--- src/rtl/muldiv_ctrl_pkg.sv ---
// md_defs: shared FSM encodings, default iteration count and divide-by-zero quotient for muldiv_ctrl
package md_defs;
  localparam logic [1:0] S_IDLE = 2'd0;
  localparam logic [1:0] S_RUN = 2'd1;
  localparam logic [1:0] S_FIX = 2'd2;
  localparam int MD_ITER_DEF = 32;
  localparam logic [31:0] DIV0_QUOT = 32'hFFFF_FFFF;
endpackage

--- src/rtl/md_iter_core.sv ---
// md_iter_core: one radix-2 step (is_div=0 shift-add mul, is_div=1 restoring div) on a 64-bit {hi,lo} accumulator with operand b
module md_iter_core (
  input  logic        is_div,
  input  logic [63:0] acc_in,
  input  logic [31:0] b,
  output logic [63:0] acc_out
);
  logic [32:0] sum, top;
  logic [31:0] nt;
  logic        ge;
  always_comb begin
    sum = {1'b0, acc_in[63:32]} + {1'b0, acc_in[0] ? b : 32'd0};
    top = acc_in[63:31];
    ge = top >= {1'b0, b};
    nt = ge ? top[31:0] - b : top[31:0];
    acc_out = is_div ? {nt, acc_in[30:0], ge} : {sum, acc_in[31:1]};
  end
endmodule

--- src/rtl/muldiv_ctrl.sv ---
// muldiv_ctrl: iterative mult/div unit with HI/LO, mthi/mtlo writes, busy/done and ID-stage stall enables (md_*: 1 = proceed)
module muldiv_ctrl
  import md_defs::*;
#(
  parameter int MD_ITER = MD_ITER_DEF
) (
  input  logic        clk,
  input  logic        rst,
  input  logic        start_mul,
  input  logic        start_div,
  input  logic        is_signed,
  input  logic [31:0] op_a,
  input  logic [31:0] op_b,
  input  logic        mt_hi_we,
  input  logic        mt_lo_we,
  input  logic [31:0] mt_data,
  input  logic        id_md_use,
  output logic [31:0] hi,
  output logic [31:0] lo,
  output logic        busy,
  output logic        done,
  output logic        md_pc_write,
  output logic        md_if_id_write,
  output logic        md_control_dst
);
  localparam int CW = $clog2(MD_ITER + 1);
  logic [1:0] state_q, state_d;
  logic [CW-1:0] cnt_q, cnt_d;
  logic [63:0] acc_q, acc_d, acc_nx, prod;
  logic [31:0] b_q, b_d, hi_q, hi_d, lo_q, lo_d, mag_a, mag_b, quot, rem;
  logic div_q, div_d, neg_q, neg_d, rneg_q, rneg_d, dz_q, dz_d, done_q, done_d;
  logic start, sa, sb, dz;
  md_iter_core u_core (.is_div(div_q), .acc_in(acc_q), .b(b_q), .acc_out(acc_nx));
  assign start = start_mul | start_div;
  assign sa = is_signed & op_a[31];
  assign sb = is_signed & op_b[31];
  assign mag_a = sa ? -op_a : op_a;
  assign mag_b = sb ? -op_b : op_b;
  assign dz = !start_mul && op_b == 32'd0;
  // Sign correction is applied once in FIX; the iterations work on magnitudes only.
  assign prod = neg_q ? -acc_q : acc_q;
  assign quot = neg_q ? -acc_q[31:0] : acc_q[31:0];
  assign rem = rneg_q ? -acc_q[63:32] : acc_q[63:32];
  always_comb begin
    state_d = state_q;
    cnt_d = cnt_q;
    acc_d = acc_q;
    b_d = b_q;
    hi_d = hi_q;
    lo_d = lo_q;
    div_d = div_q;
    neg_d = neg_q;
    rneg_d = rneg_q;
    dz_d = dz_q;
    done_d = 1'b0;
    case (state_q)
      S_IDLE:
        if (start) begin
          div_d = !start_mul;
          dz_d = dz;
          neg_d = sa ^ sb;
          rneg_d = sa;
          b_d = mag_b;
          // A zero divisor keeps the raw dividend so FIX can return it as the remainder.
          acc_d = {32'd0, dz ? op_a : mag_a};
          cnt_d = CW'(MD_ITER - 1);
          state_d = dz ? S_FIX : S_RUN;
        end else begin
          hi_d = mt_hi_we ? mt_data : hi_q;
          lo_d = mt_lo_we ? mt_data : lo_q;
        end
      S_RUN: begin
        acc_d = acc_nx;
        cnt_d = cnt_q - 1'b1;
        state_d = cnt_q == '0 ? S_FIX : S_RUN;
      end
      default: begin
        hi_d = dz_q ? acc_q[31:0] : div_q ? rem : prod[63:32];
        lo_d = dz_q ? DIV0_QUOT : div_q ? quot : prod[31:0];
        done_d = 1'b1;
        state_d = S_IDLE;
      end
    endcase
  end
  always_ff @(posedge clk) begin
    if (rst) begin
      state_q <= S_IDLE;
      cnt_q <= '0;
      acc_q <= '0;
      b_q <= '0;
      hi_q <= '0;
      lo_q <= '0;
      div_q <= 1'b0;
      neg_q <= 1'b0;
      rneg_q <= 1'b0;
      dz_q <= 1'b0;
      done_q <= 1'b0;
    end else begin
      state_q <= state_d;
      cnt_q <= cnt_d;
      acc_q <= acc_d;
      b_q <= b_d;
      hi_q <= hi_d;
      lo_q <= lo_d;
      div_q <= div_d;
      neg_q <= neg_d;
      rneg_q <= rneg_d;
      dz_q <= dz_d;
      done_q <= done_d;
    end
  end
  assign hi = hi_q;
  assign lo = lo_q;
  assign busy = state_q != S_IDLE;
  assign done = done_q;
  assign md_pc_write = !(id_md_use && (busy || start));
  assign md_if_id_write = md_pc_write;
  assign md_control_dst = md_pc_write;
endmodule

--- config.mk ---
export PLATFORM = sky130hd
export DESIGN_NAME = muldiv_ctrl
export DESIGN_NICKNAME = d
export VERILOG_FILES = /design/src/rtl/muldiv_ctrl_pkg.sv /design/src/rtl/md_iter_core.sv /design/src/rtl/muldiv_ctrl.sv
export SDC_FILE = /design/constraint.sdc
export NUM_CORES = 1
export LEC_CHECK = 0
export ABC_CLOCK_PERIOD_IN_PS = 9900
export BUFFER_PORTS_ARGS = -buffer_cell sky130_fd_sc_hd__buf_2
export CAP_MARGIN = 20
export CORE_AREA = 3 3 157 236
export DETAILED_ROUTE_END_ITERATION = 10
export DIE_AREA = 0 0 160 239
export PLACE_DENSITY_LB_ADDON = 0.25
export SLEW_MARGIN = 25
export SYNTH_ARGS = -nofsm -noshare
export SYNTH_HDL_FRONTEND = slang
export SYNTH_SLANG_ARGS = --single-unit
--- constraint.sdc ---
create_clock -name clk -period 9.9 [get_ports clk]
set_input_delay 0.495 -clock clk [delete_from_list [all_inputs] [get_ports clk]]
set_output_delay 0.495 -clock clk [all_outputs]
set_load 0.01 [all_outputs]
==> results of run 1 <==
power by group through the flow:
stage          clock [mW]  combinational [mW]  sequential, mW
2_1_floorplan           0               0.633           0.846
5_1_grt             0.722               0.977           0.889
3_3_place_gp            0               0.868           0.892
4_1_cts             0.698               0.880           0.878
6_report            0.693               0.889           0.880
3_5_place_dp            0               0.876           0.894
layer usage:
layer  vias up  part of all wire  GRT usage
met1      6758              0.39      0.285
met4         0             0.051      0.129
met3       115             0.060     0.0357
li1       7067                 -          -
met2       613              0.50      0.449
met5         -                 0          0
stage by stage:
step	cells	area, um^2	utilization
finish	2464	15700	0.447
global route	2464	15700	0.447
CTS	2464	15700	0.447
detailed placement	2433	15100	0.431
global placement	2432	15100	0.430
floorplan	1919	14000	-
flip-flops by register name, indices dropped and copies added, names as in the netlist:
name     flops
rneg_q       1
acc_q       64
lo          32
done         1
neg_q        1
div_q        1
b_q         32
dz_q         1
state_q      2
cnt_q        6
hi          32
logic make-up (layout without fill, tap and decap cells):
kind of cell             after synthesis  in the layout  share of synthesized area
AND/OR/NAND/NOR                      585            585                      0.196
buffers and inverters                217            289                     0.0596
adder cells (fa/ha/maj)               72             72                     0.0653
flip-flops                           173            173                      0.247
multiplexers                          44             44                     0.0316
AO/OA/AOI/OAI                        657            657                      0.294
XOR/XNOR                             171            171                      0.107
synthesized netlist by cell type, drive strengths merged (17+ instances only):
library cell,number,share of area
nor4,20,0.010
or4,17,0.0099
xnor2,103,0.064
dfxtp,173,0.25
nor2b,18,0.0080
inv,67,0.018
nand2,140,0.037
nand2b,22,0.0098
a22oi,18,0.0096
a31oi,23,0.010
mux2i,42,0.030
xor2,68,0.042
a211oi,50,0.027
nand3,39,0.014
o31ai,20,0.011
a21oi,220,0.078
a21o,31,0.017
nor2,209,0.056
o221ai,19,0.012
nor3,57,0.020
buf,30,0.0095
clkbuf,120,0.032
o21ai,156,0.056
ha,70,0.062
worst min-delay path by stage:
stage | start | to | slack (ns) | cells after the start
detailed placement | lo[4] | lo[4] | 0.44 | 2
CTS | op_b[0] | b_q[0] | 0.28 | 3
finish | op_b[0] | b_q[0] | 0.29 | 3
floorplan | b_q[31] | b_q[31] | 0.43 | 2
global route | op_b[0] | b_q[0] | 0.30 | 3
global placement | lo[4] | lo[4] | 0.44 | 2
layout make-up:
type,instances,area [um^2],area share
clock buffers,21,440,0.0280
clock inverters,10,141,0.00900
flip-flops and latches,173,3470,0.221
multi-input cells,1529,9790,0.623
repair buffers,191,1030,0.0653
well taps,473,592,0.0377
inverters,67,251,0.0160
critical path, stage by stage (launching register included):
cell      delay (ns)
dfxtp_1         0.38
inv_1           0.75
ha_1            0.31
or4b_1          0.49
or3_1           0.42
nand3b_1        0.38
o21ai_1         0.56
a21oi_1         0.17
xnor2_1         0.15
o21ai_0         0.43
nand2_1         0.12
a31oi_1         0.16
==> key figures, run 1 <==
Routing
  – Avg Vias per Cell: 5.91
  – DRT iter0 DRCs: 1149
  – Vias: around 15000
  – Final ANT Viol Nets: 0
  – Total Wirelength: 49.2 mm
  – Drt wl/cell: about 20 um
  – Router iterations before antenna repair: 6
  – DRC: 0

Placement
  – HPWL Detailed: between 30 and 40 mm
  – Port-buffer cells: 172
  – Final GP Congestion: 0.962
  – Place WS: 5.55 ns

Timing
  – Slew headroom: 0.321
  – Final setup fails: 0
  – Fmax achieved: 0.228 GHz
  – Worst slew pin tran: ~1 ns
  – Crit path time final: 4.39 ns
  – RSZ-0062 raised after global routing: false
  – Fin. Hold Viols: 0
  – Final TNS setup: 0 ns
  – Worst setup margin: 5.51 ns
  – Max-slew violations: 0
  – Clk_skew: 0.0112 ns
  – Worst hold margin: 0.288 ns
  – Final period util: 0.443

Die
  – Die height: 239 um
  – Area of the core: ~0.035 mm^2
  – Width of the die: 160 um
  – Initial core utilization: 0.400
  – Top Ports: 173
  – Num rows: 84
  – Die area: 0.0382 mm^2

Pwr
  – Total power: 2.46 mW
  – Sw power: 0.961 mW
  – Peak supply drop: 0.0948 mV
  – Leak: 6.36 nW
  – Clk pwr share: 0.281
  – Internal power: 1.50 mW
  – Comb power frac: 0.361
  – Net Sw Frac: 0.390
  – Seq pwr share: 0.357
  – PwrDens: 157 mW/mm^2

Logic synthesis
  – Number of synthesized flops with an enable pin: 0
  – Synthesized Nets: between 2000 and 2500
  – Sequential fraction of the synthesis area: 0.247
  – Mapped cell area: approximately 0.014 mm^2
  – Mapped Cells: 1919
  – Synth Area per Inst: 7.31 um^2
  – Seq cells post-synth: 173
  – Asr flop ratio synth: 0
  – Ys flop type: dfxtp_1
  – Synthesis warning total: 0
  – Library cells used by synthesis: 72

Worst setup path
  – Crit. Startpoint: acc_q[0]
  – R2r setup slk: 5.51 ns
  – Arr. time, crit path: 4.77 ns
  – Startpoint Class: flip-flop
  – Crit path to: hi[2]
  – Worst EP required: 10.28 ns
  – RR Startpoint: acc_q[0]
  – R2r endpoint: hi[2]
  – FF-to-FF path depth: 11
  – Worst-path fanout max: 31
  – Crit end category: flip-flop
  – Critical path class: flip-flop to flip-flop

Clock tree
  – CTS tree: built
  – Setup Buffers After CTS: 0
  – Clk slew on worst S/H paths: 0.07 ns
  – Post-cts sizing count: 0
  – CTS sink count: 173
  – H-tree levels: 4
  – CTS buffer count: 17
  – CTS max path bufs: 2
  – Clock latency on the worst-skew pair: 0.46 ns
  – Root Driver: clkbuf_16
  – Cts hold-fix bufs: 0

GRT
  – Number of global-route vias before repair: 13826
  – Grt ovf: 0
  – Tot GR Track Use: 0.249
  – Initial antenna violation count: 0
  – First-pass GRT wire length: 76.5 mm
  – Largest net degree at the start of global routing: 68

Finish
  – Antenna diode count: 0
  – Layout cells sized above 1: 0.125
  – Most frequent cells in the layout: a21oi_1, nor2_1, dfxtp_1, buf_2, o21ai_0
  – Area delta synth->final: 11.9%
  – Final nets: 2155
  – Filler cell count in the final layout: 3668
  – Most common cell after layout, fill and taps aside: a21oi_1

Flow run
  – Max cap viols: 0

Hold path
  – Hold crit path type: primary input to flip-flop

Outcome
  – Outcome: complete, no violations
No activity file was read; power rests on OpenSTA's default activity.
==> inputs of run 2 (changes only) <==
ABC_CLOCK_PERIOD_IN_PS = 3740   (was 9900)
clock period = 3.74 ns   (was 9.9 ns; I/O delays follow)
==> run 2 against run 1 <==
  * Routed wire length up 4.1%
  * First-iteration DRC count down 0.87%
  * Sequential power rose to 2.5 times the previous value
  * Worst setup slack worse by 5.3 ns
  * Combinational power rose to 3.0 times the previous value
  * Hold slack worse by 0.25 ns
  * Clock skew up 0.0024 ns
  * Critical path depth unchanged
  * Total power rose to 2.7 times the previous value
  * Fmax up 24%
  * Final area up 4.0%
  * Die area unchanged
  * Critical endpoint is now hi[27]
==> key figures, run 2 (synthesis gave the netlist of run 1 again) <==
Worst setup path
  – Critical path class: flip-flop to flip-flop (unchanged)
  – Worst-path fanout max: 5 (was 31)
  – R2r setup slk: 0.21 ns (was 5.51 ns)
  – Arr. time, crit path: 3.86 ns (was 4.77 ns)
  – Startpoint Class: flip-flop (unchanged)
  – Crit end category: flip-flop (unchanged)
  – Worst EP required: 4.07 ns (was 10.28 ns)

Pwr
  – Net Sw Frac: 0.407 (was 0.390)
  – Sw power: 2.72 mW (was 0.961 mW)
  – Clk pwr share: 0.271 (was 0.281)
  – Comb power frac: 0.398 (was 0.361)
  – Seq pwr share: 0.332 (was 0.357)
  – Internal power: 3.95 mW (was 1.50 mW)
  – Leak: 6.78 nW (was 6.36 nW)
  – Total power: 6.67 mW (was 2.46 mW)
  – Peak supply drop: 0.222 mV (was 0.0948 mV)
  – PwrDens: 408 mW/mm^2 (was 157 mW/mm^2)

Timing
  – RSZ-0062 raised after global routing: false (unchanged)
  – Slew headroom: 0.288 (was 0.321)
  – Final setup fails: 0 (unchanged)
  – Final TNS setup: 0 ns (unchanged)
  – Clk_skew: 0.0136 ns (was 0.0112 ns)
  – Fin. Hold Viols: 0 (unchanged)
  – Max-slew violations: 0 (unchanged)
  – Worst setup margin: 0.213 ns (was 5.51 ns)
  – Worst slew pin tran: 1.06 ns (was 1.01 ns)
  – Worst hold margin: 0.0391 ns (was 0.288 ns)
  – Crit path time final: 3.53 ns (was 4.39 ns)
  – Final period util: 0.943 (was 0.443)
  – Fmax achieved: 0.284 GHz (was 0.228 GHz)

GRT
  – Grt ovf: 0 (unchanged)
  – Tot GR Track Use: 0.261 (was 0.249)
  – Number of global-route vias before repair: 14554 (was 13826)
  – Largest net degree at the start of global routing: 97 (was 68)
  – Initial antenna violation count: 0 (unchanged)
  – First-pass GRT wire length: 80.0 mm (was 76.5 mm)

Finish
  – Design Area, Final: 0.0163 mm^2 (was 0.0157 mm^2)
  – Area delta synth->final: 16.4% (was 11.9%)
  – Most frequent cells in the layout: a21oi_1, nor2_1, dfxtp_1, buf_2, o21ai_0 (unchanged)
  – Reg with most FFs: acc_q (unchanged)
  – Final Core Density: 0.465 (was 0.447)
  – Filler cell count in the final layout: 3660 (was 3668)
  – Layout cells sized above 1: 0.160 (was 0.125)
  – Most common cell after layout, fill and taps aside: a21oi_1 (unchanged)
  – Max reg flops: 64 (unchanged)
  – Finished Layout Cells: 2541 (was 2464)
  – Antenna diode count: 0 (unchanged)
  – Final nets: 2231 (was 2155)

Clock tree
  – CTS buffer count: 17 (unchanged)
  – CTS tree: built (unchanged)
  – Clk slew on worst S/H paths: 0.08 ns (was 0.07 ns)
  – Setup Buffers After CTS: 0 (unchanged)
  – CTS max path bufs: 2 (unchanged)
  – Clock latency on the worst-skew pair: 0.46 ns (about the same)
  – H-tree levels: 4 (unchanged)
  – Root Driver: clkbuf_16 (unchanged)
  – CTS sink count: 173 (unchanged)

Routing
  – Met3 routed WL: 2.62 mm (was 2.94 mm)
  – Metal2 WL: 25.6 mm (was 24.4 mm)
  – Drt wl/cell: 20.1 um (was 19.9 um)
  – Total Wirelength: 51.2 mm (was 49.2 mm)
  – Final ANT Viol Nets: 0 (unchanged)
  – Top layer in use: met4 (unchanged)
  – Router iterations before antenna repair: 5 (was 6)
  – M1 wire length: 19.8 mm (was 19.3 mm)
  – Vias: 14914 (was 14553)
  – DRT iter0 DRCs: 1139 (was 1149)
  – Avg Vias per Cell: 5.87 (was 5.91)
  – DRC: 0 (unchanged)

Hold path
  – Hold crit path type: primary input to flip-flop (unchanged)

Die
  – Area of the core: 0.0351 mm^2 (unchanged)
  – Num rows: 84 (unchanged)
  – Top Ports: 173 (unchanged)
  – Die height: 239 um (unchanged)
  – Die area: 0.0382 mm^2 (unchanged)
  – Width of the die: 160 um (unchanged)
  – Initial core utilization: 0.400 (unchanged)

Placement
  – Port-buffer cells: 172 (unchanged)
  – HPWL Detailed: 39.9 mm (was 38.1 mm)
  – Placed Instances: 2506 (was 2433)
  – Final GP Congestion: 0.985 (was 0.962)
  – Placed instance area: 0.0157 mm^2 (was 0.0151 mm^2)
  – Place WS: 0.107 ns (was 5.55 ns)

Flow run
  – Max cap viols: 0 (unchanged)

Outcome
  – Outcome: complete, no violations (unchanged)
==> run 2: cell count changes in the layout (fill, tap and decap cells not counted), sizes merged <==
cell | previous run | this run
clkbuf | 21 | 18
inv | 67 | 75
bufinv | 3 | 0
buf | 191 | 265
clkinvlp | 2 | 1
dlygate4sd3 | 0 | 2
==> run 2: power by group through the flow <==
stage / clock (mW) / sequential [mW] / combinational, mW
after floorplan: 0 / 2.24 / 1.68
after global placement: 0 / 2.25 / 2.58
after detailed placement: 0 / 2.25 / 2.60
after CTS: 1.84 / 2.21 / 2.61
after global routing: 1.90 / 2.23 / 2.89
final: 1.80 / 2.21 / 2.65
==> run 2: path summary, 6_finish.rpt <==
path	from	endpoint	cells past startpoint
max	acc_q[21]	hi[27]	11
min	op_b[12]	b_q[12]	3
max reg2reg	acc_q[21]	hi[27]	11
min reg2reg	lo[17]	lo[17]	2
==> run 2: worst max-delay path, stage by stage (launching register included) <==
cell      delay (ns)
dfxtp_1         0.32
or4_1           0.68
nor4_1          0.48
nand3b_1        0.35
o21ai_4         0.24
nand4_1         0.21
nor4_1          0.45
buf_4           0.20
mux2i_1         0.20
o211ai_1        0.12
o21ai_1         0.12
nor2_1          0.04
==> run 2: metal layers <==
layer | GRT usage | vias up
li1 | - | 7239
met1 | 0.292 | 6977
met2 | 0.474 | 564
met3 | 0.0319 | 134
met4 | 0.154 | 0
met5 | 0 | -
==> run 2: repair_timing <==
item                                    4_1_cts  5_1_grt
hold buffers                                  2        0
endpoints found under the setup margin        0        2
resized for setup                             0        2
hold endpoints to repair                      2        0
==> run 2: area by class of cell <==
cell class / count / area, um^2 / share of cell area
Clock buffer: 18 / 439 / 0.0269
Clock inverter: 14 / 141 / 0.00866
Inverter: 67 / 251 / 0.0154
Multi-Input combinational cell: 1529 / 9800 / 0.600
Sequential cell: 173 / 3470 / 0.212
Tap cell: 473 / 592 / 0.0362
Timing Repair Buffer: 267 / 1640 / 0.100
